==> src/rtl/signed_lincomb_seq_v.sv <==
// Sequential signed linear combination F = KA*X +/- KB*Y, one coefficient bit per cycle.
// Optional build macro SIGNED_LINCOMB_SAT_EN: saturate o_fs on overflow instead of wrapping.

// One partial-product lane: the sign-weighted shifted multiplicand for coefficient bit n.
module signed_lincomb_term #(
    parameter int W  = 5,
    parameter int KW = 5,
    parameter int AW = W + KW + 1,
    parameter int CW = 3
) (
    input  logic [W-1:0]  x,
    input  logic [KW-1:0] k,
    input  logic [CW-1:0] n,
    input  logic          neg,
    output logic [AW-1:0] t
);
    logic signed [AW-1:0] xe;
    logic signed [AW-1:0] sh;

    always_comb begin
        xe = AW'($signed(x));
        sh = k[n] ? (xe <<< n) : '0;
        // Top coefficient bit carries weight -2^(KW-1); lane negation (subtract) folds in by XOR.
        t  = (neg ^ (n == CW'(KW - 1))) ? -sh : sh;
    end
endmodule

module signed_lincomb_seq_v #(
    parameter int W  = 5,
    parameter int KW = 5,
    parameter int OW = 9
) (
    input  logic          i_clk,
    input  logic          i_rst_n,
    input  logic          i_start,
    input  logic          i_sub,
    input  logic [W-1:0]  i_xs,
    input  logic [W-1:0]  i_ys,
    input  logic [KW-1:0] i_kas,
    input  logic [KW-1:0] i_kbs,
    output logic          o_ready,
    output logic          o_busy,
    output logic          o_done,
    output logic [OW-1:0] o_fs,
    output logic          o_ovf
);
    localparam int AW = W + KW + 1;
    localparam int CW = (KW > 1) ? $clog2(KW) : 1;
    localparam logic [CW-1:0] LAST = CW'(KW - 1);
    localparam int NUM_LANES = 2;

    typedef enum logic [1:0] {IDLE, CALC, DONE} state_t;

    typedef struct packed {
        logic          sub;
        logic [W-1:0]  x;
        logic [W-1:0]  y;
        logic [KW-1:0] ka;
        logic [KW-1:0] kb;
    } req_t;

    state_t               state_q, state_d;
    req_t                 req;
    logic [CW-1:0]        cnt;
    logic signed [AW-1:0] acc;

    logic [NUM_LANES-1:0][W-1:0]  lane_x;
    logic [NUM_LANES-1:0][KW-1:0] lane_k;
    logic [NUM_LANES-1:0]         lane_neg;
    logic [NUM_LANES-1:0][AW-1:0] lane_t;

    logic [OW-1:0] fs_next;
    logic          ovf_next;

    // Lane 0 is KA*X, lane 1 is KB*Y (negated in subtract mode).
    assign lane_x   = {req.y, req.x};
    assign lane_k   = {req.kb, req.ka};
    assign lane_neg = {req.sub, 1'b0};

    for (genvar g = 0; g < NUM_LANES; g++) begin : g_lane
        signed_lincomb_term #(.W(W), .KW(KW), .AW(AW), .CW(CW)) u_term (
            .x  (lane_x[g]),
            .k  (lane_k[g]),
            .n  (cnt),
            .neg(lane_neg[g]),
            .t  (lane_t[g])
        );
    end

    // Narrowing of the exact accumulator to the result width.
    if (OW >= AW) begin : g_wide
        assign fs_next  = OW'(acc);
        assign ovf_next = 1'b0;
    end else begin : g_narrow
        localparam logic signed [AW-1:0] FS_MAX = AW'((64'sd1 <<< (OW - 1)) - 64'sd1);
        localparam logic signed [AW-1:0] FS_MIN = ~FS_MAX;
        assign ovf_next = (acc > FS_MAX) || (acc < FS_MIN);
`ifdef SIGNED_LINCOMB_SAT_EN
        assign fs_next = !ovf_next ? acc[OW-1:0]
                       : acc[AW-1] ? {1'b1, {(OW-1){1'b0}}}
                       :             {1'b0, {(OW-1){1'b1}}};
`else
        assign fs_next = acc[OW-1:0];
`endif
    end

    always_ff @(posedge i_clk or negedge i_rst_n) begin
        if (!i_rst_n) state_q <= IDLE;
        else          state_q <= state_d;
    end

    always_comb begin
        state_d = state_q;
        case (state_q)
            IDLE:    if (i_start) state_d = CALC;
            CALC:    if (cnt == LAST) state_d = DONE;
            DONE:    state_d = IDLE;
            default: state_d = IDLE;
        endcase
    end

    always_ff @(posedge i_clk or negedge i_rst_n) begin
        if (!i_rst_n) begin
            req    <= '0;
            cnt    <= '0;
            acc    <= '0;
            o_done <= 1'b0;
            o_fs   <= '0;
            o_ovf  <= 1'b0;
        end else begin
            o_done <= 1'b0;
            case (state_q)
                IDLE: begin
                    if (i_start) begin
                        req <= '{sub: i_sub, x: i_xs, y: i_ys, ka: i_kas, kb: i_kbs};
                        cnt <= '0;
                        acc <= '0;
                    end
                end
                CALC: begin
                    acc <= acc + lane_t[0] + lane_t[1];
                    cnt <= cnt + 1'b1;
                end
                DONE: begin
                    o_fs   <= fs_next;
                    o_ovf  <= ovf_next;
                    o_done <= 1'b1;
                end
                default: ;
            endcase
        end
    end

    assign o_ready = (state_q == IDLE);
    assign o_busy  = (state_q == CALC);
endmodule
==> config.mk <==
export PLATFORM = sky130hd
export DESIGN_NAME = signed_lincomb_seq_v
export DESIGN_NICKNAME = d
export VERILOG_FILES = /design/src/rtl/signed_lincomb_seq_v.sv
export SDC_FILE = /design/constraint.sdc
export NUM_CORES = 1
export LEC_CHECK = 0
export CELL_PAD_IN_SITES_DETAIL_PLACEMENT = 1
export CELL_PAD_IN_SITES_GLOBAL_PLACEMENT = 1
export CORE_MARGIN = 4
export CORE_UTILIZATION = 25
export CTS_CLUSTER_SIZE = 25
export DETAILED_ROUTE_END_ITERATION = 8
export PLACE_DENSITY_LB_ADDON = 0.1
export SETUP_SLACK_MARGIN = 0.02
export SLEW_MARGIN = 5
export SYNTH_ARGS = -nofsm -noshare
export SYNTH_HDL_FRONTEND = slang
export SYNTH_SLANG_ARGS = --single-unit
==> constraint.sdc <==
create_clock -name i_clk -period 7.65 [get_ports i_clk]
set_input_delay 2.295 -clock i_clk [delete_from_list [all_inputs] [get_ports i_clk]]
set_output_delay 2.295 -clock i_clk [all_outputs]
set_load 0.02 [all_outputs]
==> results_dict.tcl <==
set metrics [dict create \
    fin_crit_sh 0.744 \
    critPathCaptureType "register" \
    postCtsSetupBuffers 0 \
    final_area_um2 4430 \
    synth_ff_type "dfrtp_1" \
    placed_area_um2 4270 \
    cp_slowest_cell "dfrtp_1" \
    cts_buffers 5 \
    async_flop_share 1.00 \
    cap_violations 0 \
    drc 0 \
    clock-sinks 48 \
    avgSynthCellArea_um2 8.33 \
    fmax_mhz 176 \
    status "completed" \
    maxSlewHeadroom 0.310 \
    synth.cell_area_um2 3780 \
    required_ns 7.89 \
    synth_edf_count 0 \
    vias 3174 \
    path_class "register to register" \
    holdPathEnd "o_fs[5]" \
    arrival_ns 5.93 \
    critPathLaunchType "register" \
    finish.net_count 524 \
    clockBufferDepth 2 \
    portBuffers 36 \
    synthCells 454 \
    post_cts_resized 0 \
    die_x_um 131 \
    syn-num-nets 502 \
    postCtsHoldBufs 0 \
    vias_per_cell 4.80 \
    grt_pass1_vias 3336 \
    overflow 0 \
    final_antenna_net_count 0 \
    gp_congestion 0.851 \
    r2r_slack_ns 1.96 \
    synth-seq-cells 48 \
    holdCritStartpoint "o_fs[5]" \
    track_usage 0.134 \
    core_area_um2 14700 \
    yosysUniqueCellTypes 66 \
    crit_family "compound AO/OA/AOI/OAI gates" \
    synth_warnings 0 \
    cp_cell_sequence "nand2b_1, o22ai_1, and2_1, nand2b_1, ha_1, nor2b_1, xnor2_1, nor2_1, a41oi_1, fa_1, inv_1, ha_1, o21a_1, a2111oi_0, o41ai_1, or3_1, a21o_1, nand3_2" \
    tightest_slew_ns 1.03 \
    r2r-end "acc[10]" \
    start_util 0.257 \
    reg2regPathDepth 18 \
    clk_pin_slew_worst_paths_ns 0.07 \
    min_delay_path_depth 2 \
    synth-seq-area-share 0.318 \
    htree_levels 2 \
    r2r-start "cnt[0]" \
    drt_first_pass_iters 4 \
    finClkSkew_ns 0.00586 \
    cp_max_fo 31 \
    rows 44 \
    cts_root_buf "clkbuf_16" \
    grt_pass1_wl_um 17800 \
    clkLatencyLatePin_ns 0.30 \
    critical_path_buf_inv_count 1 \
    cts_tree "yes" \
    rsz0062_at_grt "false" \
    finalHoldViolations 0 \
    hpwl_um 8220 \
    area_growth_pct 17.3 \
    setup_violations 0 \
    antenna_found_initial 0 \
    drt-initial-drc-count 167 \
    ios 37 \
    post_drt_wl_per_cell_um 16.4 \
    die_area_um2 17200 \
    num_antenna_cells 0 \
    fin_util 0.302 \
    maxSlewViolCount 0 \
    grt_max_degree 49 \
    fin_crit_ns 5.69 \
    min_path_type "register to register" \
    cpPeakStageDelay_ns 1.02 \
    fin_tns_setup_ns 0 \
    wl_um 10800 \
    drive_gt1_frac 0.0713 \
    fillers 1740 \
    fp.dieH_um 131 \
]
-- Yosys cell counts, types with 4 or more instances --
| cell type | n | area, um^2 |
|---|---|---|
| a211oi_1 | 4 | 30.0 |
| a21boi_0 | 4 | 30.0 |
| a21o_1 | 6 | 45.0 |
| a21oi_1 | 12 | 60.1 |
| a31oi_1 | 5 | 31.3 |
| and3_1 | 4 | 25.0 |
| buf_2 | 6 | 30.0 |
| clkbuf_1 | 13 | 48.8 |
| dfrtp_1 | 48 | 1200 |
| fa_1 | 11 | 220 |
| ha_1 | 13 | 163 |
| inv_1 | 40 | 150 |
| mux2_2 | 5 | 56.3 |
| mux2i_1 | 14 | 140 |
| nand2_1 | 95 | 357 |
| nand2b_1 | 5 | 31.3 |
| nand3_1 | 18 | 90.1 |
| nand3b_1 | 4 | 30.0 |
| nor2_1 | 25 | 93.8 |
| nor3_1 | 7 | 35.0 |
| o211ai_1 | 4 | 30.0 |
| o21ai_0 | 27 | 135 |
| o31ai_1 | 8 | 60.1 |
| xnor2_1 | 13 | 114 |
| xor2_1 | 7 | 61.3 |
-- kinds of logic after synthesis --
logic type | after synthesis | synth area share
XOR/XNOR | 21 | 0.0506
buffers and inverters | 66 | 0.0738
flip-flops | 48 | 0.318
AO/OA/AOI/OAI | 96 | 0.180
AND/OR/NAND/NOR | 178 | 0.215
multiplexers | 21 | 0.0616
adder cells (fa/ha/maj) | 24 | 0.101
-- per-stage QoR --
stage               setup slack (ns)  std cells  hold slack [ns]
global route                    1.50        661            0.505
finish                          1.96        661            0.479
global placement                2.07        653            0.463
CTS                             1.97        661            0.486
detailed placement              2.00        653            0.468
floorplan                       3.35        454            0.445
-- cells in the final DEF, fill, tap and decap left out, types with 5 or more instances in the layout --
| cell type | n |
|---|---|
| nand2_1 | 95 |
| dfrtp_1 | 48 |
| inv_1 | 40 |
| clkdlybuf4s50_1 | 35 |
| o21ai_0 | 27 |
| nor2_1 | 25 |
| nand3_1 | 18 |
| mux2i_1 | 14 |
| xnor2_1 | 13 |
| ha_1 | 13 |
| a21oi_1 | 12 |
| fa_1 | 11 |
| o31ai_1 | 8 |
| nor3_1 | 7 |
| xor2_1 | 7 |
| a21o_1 | 6 |
| nand2b_1 | 5 |
| a31oi_1 | 5 |
| mux2_2 | 5 |
| clkbuf_16 | 5 |
-- routing by layer --
| layer | GRT usage | vias up | share of wire |
|---|---|---|---|
| met5 | 0 | - | 0 |
| met4 | 0.0327 | 0 | 0.010 |
| met3 | 0.0224 | 8 | 0.024 |
| met2 | 0.227 | 43 | 0.48 |
| met1 | 0.177 | 1547 | 0.48 |
| li1 | - | 1576 | - |
-- area by class of cell --
class                      count  area (um^2)  area share
clock buffer                   6          129      0.0291
timing repair buffer          40          385      0.0869
sequential                    48         1200       0.271
tap                          184          230      0.0519
clock inverter                 2         35.0     0.00790
multi-input combinational    340         2300       0.519
inverter                      41          154      0.0347
-- registers in the layout (all words and copies together), names as in the netlist --
register	count
state_q	2
lane_neg	1
cnt	3
o_ovf	1
o_done	1
o_fs	9
acc	11
lane_k	10
lane_x	10
-- worst reg2reg max path, cell delays in order (launching register included) --
cell	delay, ns
dfrtp_1	1.02
nand2b_1	0.36
o22ai_1	0.42
and2_1	0.23
nand2b_1	0.08
ha_1	0.25
nor2b_1	0.20
xnor2_1	0.15
nor2_1	0.06
a41oi_1	0.40
fa_1	0.50
inv_1	0.07
ha_1	0.26
o21a_1	0.20
a2111oi_0	0.54
o41ai_1	0.25
or3_1	0.40
a21o_1	0.18
nand3_2	0.06
-- worst max-delay path by stage --
stage,end,startpoint,slack (ns),cells past startpoint
6_report,acc[10],cnt[0],1.96,18
5_1_grt,acc[10],cnt[0],1.50,18
4_1_cts,acc[10],cnt[0],1.97,18
3_5_place_dp,acc[10],cnt[0],2.00,18
3_3_place_gp,acc[10],cnt[0],2.07,18
2_1_floorplan,acc[10],cnt[2],3.35,20
Power is left out: the tool's default activity adds up to more than one toggle a clock period on the data nets, which glitch-free logic cannot reach.
==> RTL edit 1 (config.mk and constraints unchanged) <==
Build with the macro `SIGNED_LINCOMB_SAT_EN` defined.
--- a/src/rtl/signed_lincomb_seq_v.sv
+++ b/src/rtl/signed_lincomb_seq_v.sv
@@ -3,4 +3,6 @@
 
 // One partial-product lane: the sign-weighted shifted multiplicand for coefficient bit n.
+`define SIGNED_LINCOMB_SAT_EN
+
 module signed_lincomb_term #(
     parameter int W  = 5,
Function: changed (Yosys sat finds a counterexample within 10 cycles, from zero or initial values and one cycle with i_rst_n low).
==> RTL edit 1 against the original RTL <==
- setup slack gained 0.36 ns
- cell area increased by 1.3%
- sequential cell count unchanged
- synthesized area up 0.20%
- wire length is 0.19% lower
- cell count is 3.0% higher
- global-route usage is 0.061 points higher
- die area up 0.19%
- critical path depth did not move
- critical endpoint unchanged
Power is not shown: default switching activity piles up to over one toggle a cycle in this logic, so the estimate is an artifact.
==> RTL edit 1: results (changes against the original RTL) <==
[status]
status=finished clean

[synthesis]
synth-xor-area-share_pct=4.86  ; -0.21 points
synth_nets=522  ; +4.0%
ys_seq_area_share_pct=31.7  ; -0.063 points
synth_mux_area_share_pct=5.78  ; -0.38 points
netlist_top_cells_area=dfrtp_1 (32%), nand2_1 (11%), fa_1 (5.8%), o21ai_0 (4.5%), ha_1 (4.3%)

[critical_path]
cpPeakStageDelay_ns=0.91  ; -0.11 ns
crit_family=adder cells
cp.arrival_ns=5.57  ; -0.36 ns
worstPathMaxFanout=26  ; -16%

[placement]
dp.cells=673  ; +3.1%
post_dp_cell_area_mm2=0.00428  ; +0.15%
place_congestion=0.813  ; -4.5%
dp_worst_setup_slack_ns=2.28  ; +0.277 ns
dp_hpwl_mm=8.23  ; +0.19%

[global_route]
grt_pass1_vias=3362  ; +0.78%
grt_pass1_wl_mm=17.9  ; +0.93%
use_met1_pct=17.8  ; +0.028 points

[finish]
final_nets=544  ; +3.8%
area_growth_syn_to_layout_pct=18.6
nFillCells=1763  ; +1.3%
drive_above_1_share_pct=5.63  ; -1.5 points

[drt]
drt-met1-wl_mm=5.26  ; +0.50%
routed_wl_mm=10.8  ; -0.19%
dr_wl_met2_mm=5.19  ; -0.56%
wl_met3_um=226  ; -12%
vias_per_cell=4.77  ; -0.70%

[timing]
worst_pin_slew_ns=0.964  ; -0.0704 ns
clock_skew_ns=0.00482  ; -0.00104 ns

[RTL edit 1: path summary, 6_finish.rpt]
kind	endpoint	slack (ns)
worst max-delay path	acc[10]	2.31
worst min-delay path	o_fs[4]	0.48
worst max register to register	acc[10]	2.31
worst min register to register	o_fs[4]	0.48
max in group asynchronous	state_q[0]	5.12
min in group asynchronous	o_fs[1]	2.10
[RTL edit 1: logic make-up after synthesis]
logic type               count (synthesis)
multiplexers                            19
flip-flops                              48
buffers and inverters                   64
AO/OA/AOI/OAI                           94
XOR/XNOR                                21
adder cells (fa/ha/maj)                 24
AND/OR/NAND/NOR                        204
[RTL edit 1: area by class of cell]
cell class | count | area share, %
inverter | 39 | 3.26
sequential | 48 | 26.7
clock inverter | 3 | 2.01
tap | 184 | 5.13
clock buffer | 5 | 2.79
timing repair buffer | 40 | 8.58
multi-input combinational | 362 | 51.5
==> RTL edit 2 (same flow settings) <==
Made on the original files. Encoding of `state_t`: now one-hot (3 bits for 3 states).
--- a/src/rtl/signed_lincomb_seq_v.sv
+++ b/src/rtl/signed_lincomb_seq_v.sv
@@ -50,5 +50,5 @@
     localparam int NUM_LANES = 2;
 
-    typedef enum logic [1:0] {IDLE, CALC, DONE} state_t;
+    typedef enum logic [2:0] {IDLE = 3'b001, CALC = 3'b010, DONE = 3'b100} state_t;
 
     typedef struct packed {
Behaviour: no difference found for any inputs over 4 cycles, from zero or initial values and one cycle with i_rst_n low; so few cycles prove little.
==> RTL edit 2 against the original RTL <==
- cell area shrank 4.7%
- non-clock buffer count shrank 1
- critical path type unchanged
- wire length fell by 7.8%
- setup slack gained 0.10 ns
- critical path depth is 1 lower
- global-route usage down 0.34 points
- synthesized area down 5.9%
- largest cell class unchanged
- utilization rose by 0.26 points
- critical endpoint unchanged
- hold slack improved by 0.029 ns
- sequential cell count is 1 higher
Power is left out: the tool's default activity adds up to more than one toggle a clock period on the data nets, which glitch-free logic cannot reach.
==> RTL edit 2: results (changes against the original RTL) <==
[placement]
dp_hpwl_mm=7.63  ; -7.2%
dp_worst_setup_slack_ns=2.08  ; +0.0814 ns
place_congestion=0.828  ; -2.7%

[critical_path]
startpoint=cnt[1]
cp.arrival_ns=5.83  ; -0.10 ns
worstPathMaxFanout=27  ; -13%
cpPeakStageDelay_ns=1.06  ; +0.04 ns

[finish]
clock_area_share_pct=3.47  ; -0.23 points
nNonClkInverters=38  ; -7.3%
drive_above_1_share_pct=13.6  ; +6.5 points
multi_input_area_mm2=0.00210  ; -8.5%
diodes=0  ; unchanged
nMultiInputCombCells=269  ; -21%
seqCellArea_mm2=0.00123  ; +2.2%
final_nets=450  ; -14%
clock_buffers=8  ; +2
nFillCells=1634  ; -6.1%
buffers_excl_clock=39  ; -2.5%
buffer_area_share_pct=8.95  ; +0.25 points

[synthesis]
synth_nets=423  ; -16%
ys_seq_area_share_pct=34.5  ; +2.7 points
ys_top_cells_by_count=dfrtp_1 (48), inv_1 (38), nand2_1 (35)
synth-compound-area-share_pct=15.2  ; -2.9 points
synth_mux_area_share_pct=14.1  ; +8.0 points
yosysUniqueCellTypes=61  ; -7.6%
synth-xor-area-share_pct=5.17  ; +0.11 points
netlist_top_cells_area=dfrtp_1 (34%), mux2_2 (11%), fa_1 (6.2%), ha_1 (4.6%), inv_1 (4.0%)
synth_fa_ha_area_share_pct=10.8  ; +0.64 points

[status]
status=finished clean

[global_route]
grt_max_degree=50  ; +2.0%
grt_pass1_wl_mm=16.4  ; -7.5%
grt_usage_pct=13.0  ; -0.34 points
grt_pass1_vias=2957  ; -11%

[clock_network]
clkLatencyLatePin_ns=0.30  ; about the same
clk_pin_slew_ns=0.07  ; about the same
clock-sinks=49  ; +2.1%

[hold_path]
hold_depth=1  ; -1
holdPathEnd=o_fs[1]
worstHoldStart=o_fs[1]

[timing]
relSlewSlack_pct=27.8  ; -3.2 points
clock_skew_ns=0.00519  ; -0.000671 ns
fmax_mhz=179  ; +1.8%

[drt]
first_iter_violations=155  ; -7.2%
drt_pass1_iterations=4  ; unchanged
routed_wl_mm=9.97  ; -7.8%
vias_per_cell=4.79  ; -0.30%

[RTL edit 2: cell types whose count changed after synthesis, sizes merged, moves of 4 or more]
cell / unedited run / this run
nand2b: 5 / 1
nor3: 7 / 3
a31oi: 6 / 0
nand2: 96 / 35
o22ai: 2 / 6
o21ai: 30 / 20
or2: 1 / 6
a211oi: 6 / 1
mux2i: 16 / 10
nand3: 20 / 8
mux2: 5 / 35
buf: 11 / 7
[RTL edit 2: stage by stage]
stage          instances  cell area (µm²)  hold slack [ns]
2_1_floorplan        375             3560            0.475
3_3_place_gp         575             4080            0.489
3_5_place_dp         575             4080            0.499
4_1_cts              583             4220            0.515
5_1_grt              583             4220            0.523
6_report             583             4220            0.508
[RTL edit 2: metal layers]
layer | vias up | share of wire (%) | global-route usage, %
met1 | 1384 | 48 | 17.8
met3 | 16 | 2.7 | 2.55
met5 | - | 0 | 0
met4 | 0 | 2.7 | 5.11
li1 | 1350 | - | -
met2 | 41 | 46 | 20.3
